### src/rtl/ninjakun_shbus_arbiter_if.sv
// ---------------------------------------------------------------------------
// ninjakun_shbus_arbiter_if
//   One requester channel of the shared IO/video bus arbiter.
//   Each requester holds REQ with AD/OD/WR stable until ACK pulses. Read
//   data for that requester is returned on ID.
//   Signals:
//     REQ  requester -> arbiter  request, level
//     AD   requester -> arbiter  16-bit address
//     OD   requester -> arbiter  8-bit write data
//     WR   requester -> arbiter  1 = write, 0 = read
//     ID   arbiter -> requester  8-bit read data, registered
//     ACK  arbiter -> requester  completion pulse, one cycle
//   Modports: master = requester side, slave = arbiter side.
// ---------------------------------------------------------------------------
interface ninjakun_shbus_arbiter_if;
  logic        REQ;
  logic [15:0] AD;
  logic [7:0]  OD;
  logic        WR;
  logic [7:0]  ID;
  logic        ACK;

  modport master (output REQ, AD, OD, WR, input ID, ACK);
  modport slave  (input REQ, AD, OD, WR, output ID, ACK);
endinterface

### src/rtl/ninjakun_shbus_arbiter.sv
// ---------------------------------------------------------------------------
// ninjakun_shbus_arbiter
//   Request/acknowledge arbiter for the shared IO/video bus (PSG, FG/BG VRAM,
//   sprite RAM, palette). Three requesters (CPU0, CPU1, hiscore port) compete
//   for single fixed-length bus cycles; idle requesters consume no slots.
//   Parameters:
//     LAT        cycles the bus strobes stay high per access (1..7)
//     HS_MAXRUN  consecutive hiscore grants allowed while a CPU waits (1..15)
//   Ports:
//     SHCLK    bus clock, all state on rising edge
//     RESET_N  asynchronous active-low reset
//     c0/c1/hs requester channels (REQ/AD/OD/WR in, ID/ACK out)
//     CPADR    shared bus address        CPODT  shared bus write data
//     CPRED    shared bus read strobe    CPWRT  shared bus write strobe
//     CPIDT    shared bus read data, valid while CPRED is high
//     BUSY     high whenever the arbiter is not idle
//   Sequence: IDLE (arbitrate) -> ACCESS (strobes for LAT cycles)
//             -> DONE (ACK pulse) -> IDLE. Every output is a register.
// ---------------------------------------------------------------------------
module ninjakun_shbus_arbiter #(
  parameter int LAT       = 2,
  parameter int HS_MAXRUN = 4
) (
  input  logic                           SHCLK,
  input  logic                           RESET_N,
  ninjakun_shbus_arbiter_if.slave        c0,
  ninjakun_shbus_arbiter_if.slave        c1,
  ninjakun_shbus_arbiter_if.slave        hs,
  output logic [15:0]                    CPADR,
  output logic [7:0]                     CPODT,
  output logic                           CPRED,
  output logic                           CPWRT,
  input  logic [7:0]                     CPIDT,
  output logic                           BUSY
);

  typedef enum logic [1:0] {S_IDLE, S_ACCESS, S_DONE} state_t;
  typedef enum logic [1:0] {SEL_C0, SEL_C1, SEL_HS} sel_t;

  localparam logic [2:0] CNT_INIT = 3'(LAT - 1);
  localparam logic [3:0] HS_LIMIT = 4'(HS_MAXRUN);

  state_t      state;
  sel_t        sel;
  sel_t        win;
  logic        last_c1;   // 1 when CPU1 took the most recent CPU grant
  logic [2:0]  cnt;
  logic [3:0]  hsrun;     // hiscore grants since the last CPU grant
  logic        any_req;
  logic [15:0] win_ad;
  logic [7:0]  win_od;
  logic        win_wr;

  // Winner selection. Hiscore has priority until it has run HS_MAXRUN
  // times in a row while a CPU is waiting; contending CPUs alternate.
  // NOTE: every always_comb output gets a default first so no latch is inferred.
  always_comb begin
    any_req = c0.REQ | c1.REQ | hs.REQ;
    win     = SEL_C0;
    if (hs.REQ && ((hsrun < HS_LIMIT) || !(c0.REQ | c1.REQ)))
      win = SEL_HS;
    else if (c0.REQ && c1.REQ)
      win = last_c1 ? SEL_C0 : SEL_C1;
    else if (c1.REQ)
      win = SEL_C1;
  end

  always_comb begin
    win_ad = c0.AD;
    win_od = c0.OD;
    win_wr = c0.WR;
    case (win)
      SEL_C1: begin
        win_ad = c1.AD;
        win_od = c1.OD;
        win_wr = c1.WR;
      end
      SEL_HS: begin
        win_ad = hs.AD;
        win_od = hs.OD;
        win_wr = hs.WR;
      end
      default: ;
    endcase
  end

  // NOTE: sequential state uses non-blocking assignments so every register
  // samples the pre-edge values regardless of statement order.
  // NOTE: the design holds no memories, so every register (including the
  // read-data holders) has a defined reset value.
  always_ff @(posedge SHCLK or negedge RESET_N) begin
    if (!RESET_N) begin
      state   <= S_IDLE;
      sel     <= SEL_C0;
      last_c1 <= 1'b1;    // so CPU0 wins the first CPU tie
      cnt     <= '0;
      hsrun   <= '0;
      CPADR   <= '0;
      CPODT   <= '0;
      CPRED   <= 1'b0;
      CPWRT   <= 1'b0;
      BUSY    <= 1'b0;
      c0.ID   <= '0;
      c1.ID   <= '0;
      hs.ID   <= '0;
      c0.ACK  <= 1'b0;
      c1.ACK  <= 1'b0;
      hs.ACK  <= 1'b0;
    end else begin
      case (state)
        S_IDLE: begin
          if (any_req) begin
            sel   <= win;
            CPADR <= win_ad;
            CPODT <= win_od;
            CPWRT <= win_wr;
            CPRED <= ~win_wr;
            cnt   <= CNT_INIT;
            BUSY  <= 1'b1;
            state <= S_ACCESS;
            if (win == SEL_HS) begin
              if (hsrun != 4'hF) hsrun <= hsrun + 4'd1;
            end else begin
              last_c1 <= (win == SEL_C1);
              hsrun   <= '0;
            end
          end
        end

        S_ACCESS: begin
          if (cnt != 3'd0) begin
            cnt <= cnt - 3'd1;
          end else begin
            // Last strobe cycle: read data is still valid on CPIDT here.
            case (sel)
              SEL_C0: begin
                if (CPRED) c0.ID <= CPIDT;
                c0.ACK <= 1'b1;
              end
              SEL_C1: begin
                if (CPRED) c1.ID <= CPIDT;
                c1.ACK <= 1'b1;
              end
              default: begin
                if (CPRED) hs.ID <= CPIDT;
                hs.ACK <= 1'b1;
              end
            endcase
            CPRED <= 1'b0;
            CPWRT <= 1'b0;
            CPADR <= '0;
            CPODT <= '0;
            state <= S_DONE;
          end
        end

        S_DONE: begin
          // No arbitration here: a requester still holding REQ from the
          // access just acknowledged cannot be granted a second time.
          c0.ACK <= 1'b0;
          c1.ACK <= 1'b0;
          hs.ACK <= 1'b0;
          BUSY   <= 1'b0;
          state  <= S_IDLE;
        end

        default: state <= S_IDLE;
      endcase
    end
  end

endmodule

### src/flat_wrapper.sv
// flat-port wrapper written by rule: the top's interface ports become plain ports
module ninjakun_shbus_arbiter_flat 
#(
  parameter int LAT       = 2,
  parameter int HS_MAXRUN = 4
)
  (SHCLK, RESET_N, CPADR, CPODT, CPRED, CPWRT, CPIDT, BUSY, c0_REQ, c0_AD, c0_OD, c0_WR, c0_ID, c0_ACK, c1_REQ, c1_AD, c1_OD, c1_WR, c1_ID, c1_ACK, hs_REQ, hs_AD, hs_OD, hs_WR, hs_ID, hs_ACK);
  ninjakun_shbus_arbiter_if c0_i ();
  ninjakun_shbus_arbiter_if c1_i ();
  ninjakun_shbus_arbiter_if hs_i ();
  input  logic SHCLK;
  input  logic RESET_N;
  output logic [15:0] CPADR;
  output logic [7:0] CPODT;
  output logic CPRED;
  output logic CPWRT;
  input  logic [7:0] CPIDT;
  output logic BUSY;
  input wire logic [$bits(c0_i.REQ)-1:0] c0_REQ;
  input wire logic [$bits(c0_i.AD)-1:0] c0_AD;
  input wire logic [$bits(c0_i.OD)-1:0] c0_OD;
  input wire logic [$bits(c0_i.WR)-1:0] c0_WR;
  output wire logic [$bits(c0_i.ID)-1:0] c0_ID;
  output wire logic [$bits(c0_i.ACK)-1:0] c0_ACK;
  input wire logic [$bits(c1_i.REQ)-1:0] c1_REQ;
  input wire logic [$bits(c1_i.AD)-1:0] c1_AD;
  input wire logic [$bits(c1_i.OD)-1:0] c1_OD;
  input wire logic [$bits(c1_i.WR)-1:0] c1_WR;
  output wire logic [$bits(c1_i.ID)-1:0] c1_ID;
  output wire logic [$bits(c1_i.ACK)-1:0] c1_ACK;
  input wire logic [$bits(hs_i.REQ)-1:0] hs_REQ;
  input wire logic [$bits(hs_i.AD)-1:0] hs_AD;
  input wire logic [$bits(hs_i.OD)-1:0] hs_OD;
  input wire logic [$bits(hs_i.WR)-1:0] hs_WR;
  output wire logic [$bits(hs_i.ID)-1:0] hs_ID;
  output wire logic [$bits(hs_i.ACK)-1:0] hs_ACK;
  assign c0_i.REQ = c0_REQ;
  assign c0_i.AD = c0_AD;
  assign c0_i.OD = c0_OD;
  assign c0_i.WR = c0_WR;
  assign c0_ID = c0_i.ID;
  assign c0_ACK = c0_i.ACK;
  assign c1_i.REQ = c1_REQ;
  assign c1_i.AD = c1_AD;
  assign c1_i.OD = c1_OD;
  assign c1_i.WR = c1_WR;
  assign c1_ID = c1_i.ID;
  assign c1_ACK = c1_i.ACK;
  assign hs_i.REQ = hs_REQ;
  assign hs_i.AD = hs_AD;
  assign hs_i.OD = hs_OD;
  assign hs_i.WR = hs_WR;
  assign hs_ID = hs_i.ID;
  assign hs_ACK = hs_i.ACK;
  ninjakun_shbus_arbiter #(.LAT(LAT), .HS_MAXRUN(HS_MAXRUN)) u_core (.SHCLK(SHCLK), .RESET_N(RESET_N), .c0(c0_i), .c1(c1_i), .hs(hs_i), .CPADR(CPADR), .CPODT(CPODT), .CPRED(CPRED), .CPWRT(CPWRT), .CPIDT(CPIDT), .BUSY(BUSY));
endmodule
### config.mk
export PLATFORM = sky130hd
export DESIGN_NAME = ninjakun_shbus_arbiter_flat
export DESIGN_NICKNAME = d
export VERILOG_FILES = /design/src/rtl/ninjakun_shbus_arbiter_if.sv /design/src/rtl/ninjakun_shbus_arbiter.sv /design/src/flat_wrapper.sv
export SDC_FILE = /design/constraint.sdc
export NUM_CORES = 1
export LEC_CHECK = 0
export BUFFER_PORTS_ARGS = -buffer_cell sky130_fd_sc_hd__clkbuf_2
export CAP_MARGIN = 20
export CORE_MARGIN = 2
export CORE_UTILIZATION = 47
export DETAILED_ROUTE_END_ITERATION = 16
export PLACE_DENSITY = 0.83
export SYNTH_ARGS = -nofsm -noshare
export SYNTH_HDL_FRONTEND = slang
export SYNTH_SLANG_ARGS = --single-unit
### constraint.sdc
create_clock -name SHCLK -period 2.4 [get_ports SHCLK]
set_input_delay 0.48 -clock SHCLK [delete_from_list [all_inputs] [get_ports SHCLK]]
set_output_delay 0.48 -clock SHCLK [all_outputs]
set_load 0.005 [all_outputs]
# Yosys cells after proc, flatten, opt, wreduce, memory -nomap -nowiden
# Index checks and enable logic that the tools add are counted.
totals:
  out_inout_bits: 54
  regBits: 66
  word_cells: 99
classes:
  muxes: 37
  n_addsub: 2
  bitwise_logic: 6
  magnitude_cmp: 1
  n_eq_ne: 13
  reduce_logical: 24
ops:
  columns: ["op", "n"]
  rows:
  - ["$pmux W16 S2", 2]
  - ["$mux W16", 2]
  - ["$pmux W8 S2", 2]
  - ["$reduce_and A3 Y1", 7]
  - ["$mux W8", 2]
  - ["$pmux W1 S2", 7]
  - ["$mux W1", 12]
  - ["$reduce_and A4 Y1", 3]
  - ["$mux W2", 4]
  - ["$mux W4", 2]
  - ["$ne A2 B1 Y1 const B", 4]
  - ["$eq A2 B1 Y1 const B", 3]
  - ["$mux W3", 2]
  - ["$ne A2 B2 Y1 const B", 3]
  - ["$pmux W3 S2", 1]
  - ["$reduce_and A2 Y1", 3]
  - ["$reduce_bool A2 Y1", 3]
  - ["$add A4 B1 Y4 const B", 1]
  - ["$eq A2 B2 Y1 const B", 2]
  - ["$logic_not A2 Y1", 2]
  - ["$lt A4 B3 Y1 const B", 1]
  - ["$ne A4 B4 Y1 const B", 1]
  - ["$not A1 Y1", 4]
  - ["$pmux W2 S2", 1]
  - ["other kinds (7)", 9]

# Depth between registers and ports, before layout
# Gate-level depths: netlist of the first run.
logic_depth:
  ltp_word: 10
  mapped_depth: 8
  mapped_depth_nobuf: 6

# Least setup slack after synthesis of the first run
# OpenSTA, ideal clock, no wires.
synth_path:
  path_type: "reg-to-reg"
  start: "register u_core.cnt[0]"
  end: "register u_core.c0.ID[0]"
  period_less_slack_ns: 1.792
  t_arrival_ns: 1.667
  setup_time_ns: 0.125
  slack_ns: 0.608
  stages_incl_launch_ff: 9
  cell_sequence: "dfrtp_1 > inv_1 > ha_1 > and4bb_1 > buf_6 > nor3b_4 > and2_4 > buf_6 > mux2_4"
synth_via:
  elab_chain_len: 3
synth_rtl:
  columns: ["element", "line", "text"]
  rows:
  - ["start, declared", "ninjakun_shbus_arbiter.sv:47", "logic [2:0] cnt;"]
  - ["start signal, assigned", "ninjakun_shbus_arbiter.sv:132", "cnt <= cnt - 3'd1;"]
  - ["$reduce_bool A3 Y1", "ninjakun_shbus_arbiter.sv:131", "if (cnt != 3'd0) begin"]
  - ["$not A1 Y1 (no source line)", null, null]
  - ["$reduce_and A4 Y1 (no source line)", null, null]
  - ["end, declared", "ninjakun_shbus_arbiter_if.sv:24", "modport slave (input REQ, AD, OD, WR, output ID, ACK);"]
# Every way passes these cells.
# A chain may end at the register's enable or synchronous reset.

# Final worst setup path of the first run
layout_path:
  start: "register u_core.cnt[0]"
  end: "register u_core.c0.ID[2]"
# Same word-level chain as after synthesis.

==> results.md, run 1 <==
* Status: finished clean
* Worst Tran Pin Value at 0.472 ns
* Worst-case clock buffer depth at 2
* Top post-synthesis cells by area: dfrtp_1, mux2_2, mux2i_1, o21ai_0, nand2_1
* Clock sinks at 66
* Switch share at 34.6%
* Port Buffers at 141
* Crit start category: flip-flop
* H-tree depth at 3
* Num CTS Buffers at 9
* Pre-CTS setup slack at 0.460 ns
* DP Wirelength at 5640 um
* Synth cell types at 41
* Ant diodes at 0
* Max-slew violations at 0
* Post-route DRC at 0
* Layout Nets at 505
* Core Util, Final at 63.6%
* Overall global routing resource usage at 21.0%
* Max-cap violations at 0
* Psw at 1.75 mW
* Clk pwr share at 20.0%
* Largest net degree at the start of global routing at 35
* RSZ-0062 raised after global routing: no
* Synthesized area at 3210 sq um
* CTS tree: done
* Combinational share of power at 40.8%
* Die H at 86.6 um
* Slowest stage delay, CP at 0.37 ns
* Via count at 2538
* Fin crit share at 81.5%
* Hold Vio Cnt, Final at 0
* Ratio of cells with drive above 1 in the final layout at 53.0%
* Synth warn at 0
* Core Area at 6680 sq um
* Fillers at 545
* Design area at 4250 sq um
* Seq/Total Area, Yosys at 51.5%
* Leading area contributor after synthesis: dfrtp_1
* Post-Syn Area per Cell at 12.1 sq um
* Final WS setup at 0.445 ns
* Setup TNS at 0 ns
* Setup CP Type: reg -> reg
* Routed wire length at 7370 um
* Asr flop ratio synth at 100%
* Clk_skew at 0.00767 ns
* Global-route wire length before repair at 12000 um
* Syn Inst Count at 266
* CP Capture Type: flip-flop
* Cells along the critical path: inv_1 -> ha_1 -> and4bb_1 -> nor3b_4 -> and2_4 -> mux2_4
* Vias in the first global route at 2559
* Layout area overhead at 32.4%
* GRT Residual Overflow at 0
* EDFF count, synth at 0
* Leakage Power at 2.19 nW
* Int Power at 3.32 mW
* Hold crit path type: in -> reg
* Total power at 5.08 mW
* Clock slew at reported path FFs at 0.07 ns
* Synthesized flop and latch total at 66
* Top_reg_cell synth: dfrtp_1
* Setup-failing EPs final at 0
* Share of the synthesized area in the top cell type at 50.7%
* Post-route ant nets at 0
* Antenna violations before repair at 0
* Pre-antenna DRT Iters at 4
* Slew HR at 68.4%
* Max stage delay cell, worst path: dfrtp_1
* Sequential group share of total power at 39.2%
* Initial Utilization at 48.0%
* Maximum vdd drop at 543 uV
* Root buffer cell: clkbuf_8
* Power per cell area at 1200 nW/um^2
* FMAX at 512 MHz
* DR vias/cell at 5.09
* I/O Pins at 142
* Area after DPL at 4020 sq um
* Die width at 86.6 um
* Avg WL per Cell at 14.8 um
* CP Data Required Time at 2.61 ns
* Drt initial violations at 90
* Final min period at 1.95 ns
* Resized cells post-CTS at 0
* Core Rows at 30
* Post-Syn Nets at 357
* Worst skew pair latency at 0.33 ns
* Full die area at 7500 sq um
* Crit path arrival time at 2.17 ns
* Worst Path Max Fanout at 8
* GP Congestion at 0.832
[state kept, by name, summed over array words and instances, names as in the netlist, 2 cells and up]
| name | flops |
|---|---|
| u_core.sel | 2 |
| u_core.CPODT | 8 |
| u_core.hs.ID | 8 |
| u_core.c1.ID | 8 |
| u_core.c0.ID | 8 |
| u_core.cnt | 3 |
| u_core.state | 2 |
| u_core.hsrun | 4 |
| u_core.CPADR | 16 |
[critical path: cells and delay by family (launching register included)]
kind,cells,cell delay [ns]
adder cells (fa/ha/maj),1,0.19
buffers and inverters,1,0.10
flip-flops,1,0.37
multiplexers,1,0.31
AND/OR/NAND/NOR,3,0.86
[synth_stat cells (2+ instances only)]
cell type,number
mux2i_1,26
xor2_1,2
a22o_1,2
o21ai_1,2
nor2_1,5
a32oi_1,2
nand3_1,5
ha_1,3
dfrtp_1,65
buf_2,6
o21ai_0,27
nor2b_1,2
buf_6,2
and2b_1,2
buf_4,4
or3_1,3
inv_1,5
mux2_4,8
a21oi_1,2
clkbuf_1,2
nand2_1,33
mux2_2,39
[power by group through the flow]
stage	logic (mW)	registers, mW	clock network [mW]
floorplan	1.21	1.97	0
global route	2.33	2.05	1.10
finish	2.07	1.99	1.02
detailed placement	2.10	2.00	0
CTS	2.10	1.99	1.05
global placement	2.01	1.98	0
[routing by layer]
| metal | GRT usage (%) | routed length (um) | part of all wire [%] |
|---|---|---|---|
| met4 | 8.66 | 113 | 1.5 |
| met1 | 25.9 | 3170 | 43 |
| met2 | 33.7 | 3550 | 48 |
| met3 | 7.14 | 535 | 7.3 |
| met5 | 0 | 0 | 0 |
[worst paths after layout]
check / startpoint / to / slack (ns) / depth (start not counted)
setup / recovery: u_core.cnt[0]$_DFFE_PN0P_ / u_core.c0.ID[2]$_DFFE_PN0P_ / 0.45 / 6
hold / removal: c1_OD[1] / u_core.CPODT[1]$_DFFE_PN0P_ / 0.39 / 3
setup reg to reg: u_core.cnt[0]$_DFFE_PN0P_ / u_core.c0.ID[2]$_DFFE_PN0P_ / 0.45 / 6
hold reg to reg: u_core.CPADR[12]$_DFFE_PN0P_ / u_core.CPADR[12]$_DFFE_PN0P_ / 0.48 / 2
max in group asynchronous: RESET_N / u_core.last_c1$_DFFE_PN1P_ / 1.29 / 3
min in group asynchronous: RESET_N / u_core.hs.ID[2]$_DFFE_PN0P_ / 0.48 / 2
[placed cells by master, fill, tap and decap left out, drive strengths merged, types with 3 or more instances in the layout]
cell / Yosys / final
or3: 3 / 3
o21ai: 29 / 29
nand2: 34 / 34
inv: 5 / 5
a21oi: 3 / 3
buf: 12 / 10
mux2: 47 / 47
mux2i: 26 / 26
dfrtp: 65 / 65
ha: 3 / 3
nand3: 6 / 6
clkbuf: 2 / 151
nor2: 5 / 5
[final cells by class]
type	instances	area (sq um)	share of cell area (%)
inverter	5	18.8	0.442
timing repair buffer	151	796	18.7
multi-input combinational	181	1460	34.4
tap	80	100	2.36
sequential	66	1650	38.9
clock inverter	5	77.6	1.83
clock buffer	11	141	3.33
[through the flow]
step | hold slack [ns] | cells
after floorplan | 0.184 | 266
after global placement | 0.282 | 482
after detailed placement | 0.283 | 482
after CTS | 0.372 | 499
after global routing | 0.369 | 499
final | 0.387 | 499
[logic make-up (layout without fill, tap and decap cells)]
kind of cell / count (synthesis) / in the layout / share of synthesized area, %
and+or+nand+nor: 61 / 61 / 9.67
muxes: 73 / 73 / 25.5
buffers and inverters: 19 / 172 / 3.39
AOI/OAI and AO/OA: 42 / 42 / 8.15
adders and majority gates: 3 / 3 / 1.17
DFF: 66 / 66 / 51.5
xor gates and xnor gates: 2 / 2 / 0.546
[repair_timing]
item,in CTS,in global routing
hold endpoints to repair,2,0
hold buffers,1,0
setup buffers,0,0
Note: power is estimated with default switching activity, not from simulation.
==> run 2, diff against run 1 <==
clock period = 1.8 ns   (was 2.4 ns; I/O delays follow)
==> results.md, run 2 (synthesis results as in run 1) <==
* Status: finished clean
* Avg WL per Cell at 15.0 um (+1.8%)
* Post-CTS Hold Fix Bufs at 0 (-1)
* Largest net degree at the start of global routing at 36 (+2.9%)
* Antenna violations before repair at 0 (unchanged)
* Setup-failing EPs final at 0 (unchanged)
* Die width at 86.6 um (unchanged)
* Cells along the critical path: inv_2 -> ha_4 -> and4bb_2 -> nor3b_4 -> and2_4 -> mux2_4
* Post-route DRC at 0 (unchanged)
* I/O Pins at 142 (unchanged)
* Ratio of cells with drive above 1 in the final layout at 54.8% (+1.9 points)
* GRT Residual Overflow at 0 (unchanged)
* Slowest stage delay, CP at 0.38 ns (about the same)
* Power per cell area at 1580 nW/um^2 (+32%)
* Bufs and invs on worst path at 1 (unchanged)
* Switch share at 35.2% (+0.60 points)
* Via count at 2588 (+2.0%)
* Port Buffers at 141 (unchanged)
* Clock slew at reported path FFs at 0.07 ns (about the same)
* RSZ-0062 raised after global routing: yes
* Hold Vio Cnt, Final at 0 (unchanged)
* Fillers at 535 (-1.8%)
* Global-route wire length before repair at 12200 um (+1.6%)
* GP Congestion at 0.784 (-5.8%)
* Worst Path Max Fanout at 8 (unchanged)
* Ant diodes at 0 (unchanged)
* Die H at 86.6 um (unchanged)
* Max stage delay cell, worst path: dfrtp_1
* Num CTS Buffers at 9 (unchanged)
* Sequential group share of total power at 39.1% (about the same)
* Hold crit path type: in -> async
* DR vias/cell at 5.15 (+1.2%)
* Vias in the first global route at 2608 (+1.9%)
* Clk pwr share at 18.5% (-1.5 points)
* CTS tree: done
* Fin crit share at 96.8% (+15 points)
* Cell family with most CP delay: simple AND/OR/NAND/NOR gates
* Inst Count DP at 486 (+0.83%)
* Leakage Power at 2.21 nW (+0.77%)
* Max-cap violations at 0 (unchanged)
* Overall global routing resource usage at 21.2% (+0.25 points)
* Core Util, Final at 64.1% (+0.56 points)
* Int Power at 4.40 mW (+32%)
* Max-slew violations at 0 (unchanged)
* Non-filler cells, final at 503 (+0.80%)
* Worst skew pair latency at 0.34 ns (about the same)
* Layout Nets at 509 (+0.79%)
* Pre-antenna DRT Iters at 4 (unchanged)
* Post-route ant nets at 0 (unchanged)
* Routed wire length at 7570 um (+2.7%)
* Worst-case clock buffer depth at 2 (unchanged)
* FMAX at 574 MHz (+12%)
* Crit start category: flip-flop
* Register Area at 1650 sq um (unchanged)
* Full die area at 7500 sq um (unchanged)
* Core Rows at 30 (unchanged)
* Slew HR at 70.1% (+1.7 points)
* DP Wirelength at 5690 um (+0.87%)
* Multi-input gate area at 1470 sq um (+0.86%)
* Most frequent cells in the layout: clkbuf_2, dfrtp_1, mux2_2, nand2_1, o21ai_0
* Crit path arrival time at 1.96 ns (-0.21 ns)
* Drt initial violations at 64 (-29%)
* CP Capture Type: flip-flop
* Maximum vdd drop at 722 uV (+33%)
* Largest reg by FF count: u_core.CPADR
* Psw at 2.38 mW (+36%)
* Initial Utilization at 48.0% (unchanged)
* Clk_skew at 0.00799 ns (+0.000320 ns)
* Worst Tran Pin Value at 0.448 ns (-0.0245 ns)
* Setup CP Type: reg -> reg
* Number of flip-flops in the largest register at 16 (unchanged)
* Root buffer cell: clkbuf_8
* Final min period at 1.74 ns (-0.213 ns)
* Clock sinks at 66 (unchanged)
* Worst hold slack at 0.0443 ns (-0.342 ns)
* Combinational share of power at 42.3% (+1.5 points)
* Most common cell after layout, fill and taps aside: clkbuf_2
* CP Data Required Time at 2.02 ns (-0.59 ns)
* Core Area at 6680 sq um (unchanged)
* H-tree depth at 3 (unchanged)
* Layout area overhead at 33.6%
==> run 2: area by class of cell <==
class / count / area share, %
tap: 80 / 2.34
clock inverter: 5 / 1.23
clock buffer: 11 / 3.53
timing repair buffer: 155 / 19.5
inverter: 5 / 0.438
multi-input combinational: 181 / 34.4
sequential: 66 / 38.6
==> run 2: repair_timing <==
item | in CTS | in global routing
setup buffers | 0 | 1
gates resized for setup | 2 | 3
hold endpoints to repair | 0 | 0
setup endpoints to repair | 1 | 24
pin swaps | 0 | 1
==> run 2: worst paths after layout <==
kind | start | to | cells past startpoint | slack, ns
max in group asynchronous | RESET_N | u_core.last_c1$_DFFE_PN1P_ | 2 | 1.39
setup / recovery | u_core.cnt[1]$_DFFE_PN0P_ | u_core.c0.ID[5]$_DFFE_PN0P_ | 6 | 0.06
hold reg to reg | u_core.CPODT[4]$_DFFE_PN0P_ | u_core.CPODT[4]$_DFFE_PN0P_ | 2 | 0.48
min in group SHCLK | c1_OD[1] | u_core.CPODT[1]$_DFFE_PN0P_ | 3 | 0.27
hold / removal | RESET_N | u_core.hs.ID[2]$_DFFE_PN0P_ | 2 | 0.04
setup reg to reg | u_core.cnt[1]$_DFFE_PN0P_ | u_core.c0.ID[5]$_DFFE_PN0P_ | 6 | 0.06
==> run 2: power by group through the flow <==
stage	Clock, mW	Combinational (mW)	Sequential, mW
floorplan	0	1.61	2.63
global placement	0	2.78	2.63
detailed placement	0	2.88	2.66
CTS	1.29	2.89	2.65
global route	1.37	3.20	2.73
finish	1.26	2.87	2.65
==> run 2: worst reg2reg max path, stage by stage, from the launching register on <==
cell	delay [ns]
dfrtp_1	0.38
inv_2	0.08
ha_4	0.13
and4bb_2	0.26
nor3b_4	0.20
and2_4	0.26
mux2_4	0.32
==> run 2: layer usage <==
metal / vias to the layer above / GRT usage, % / part of all wire (%)
li1: 1245 / - / -
met1: 1216 / 26.5 / 43
met2: 117 / 35.0 / 48
met3: 10 / 5.33 / 7.4
met4: 0 / 9.09 / 1.7
met5: - / 0 / 0
==> run 2: metrics by stage <==
stage / worst slack [ns] / TNS (ns) / power (mW) / area (sq um)
floorplan: 0.00790 / 0 / 4.25 / 3210
global placement: 0.0681 / 0 / 5.41 / 4060
detailed placement: 0.00624 / 0 / 5.54 / 4060
CTS: 0.0166 / 0 / 6.83 / 4270
global route: -0.0216 / -0.192 / 7.30 / 4290
finish: 0.0578 / 0 / 6.78 / 4290
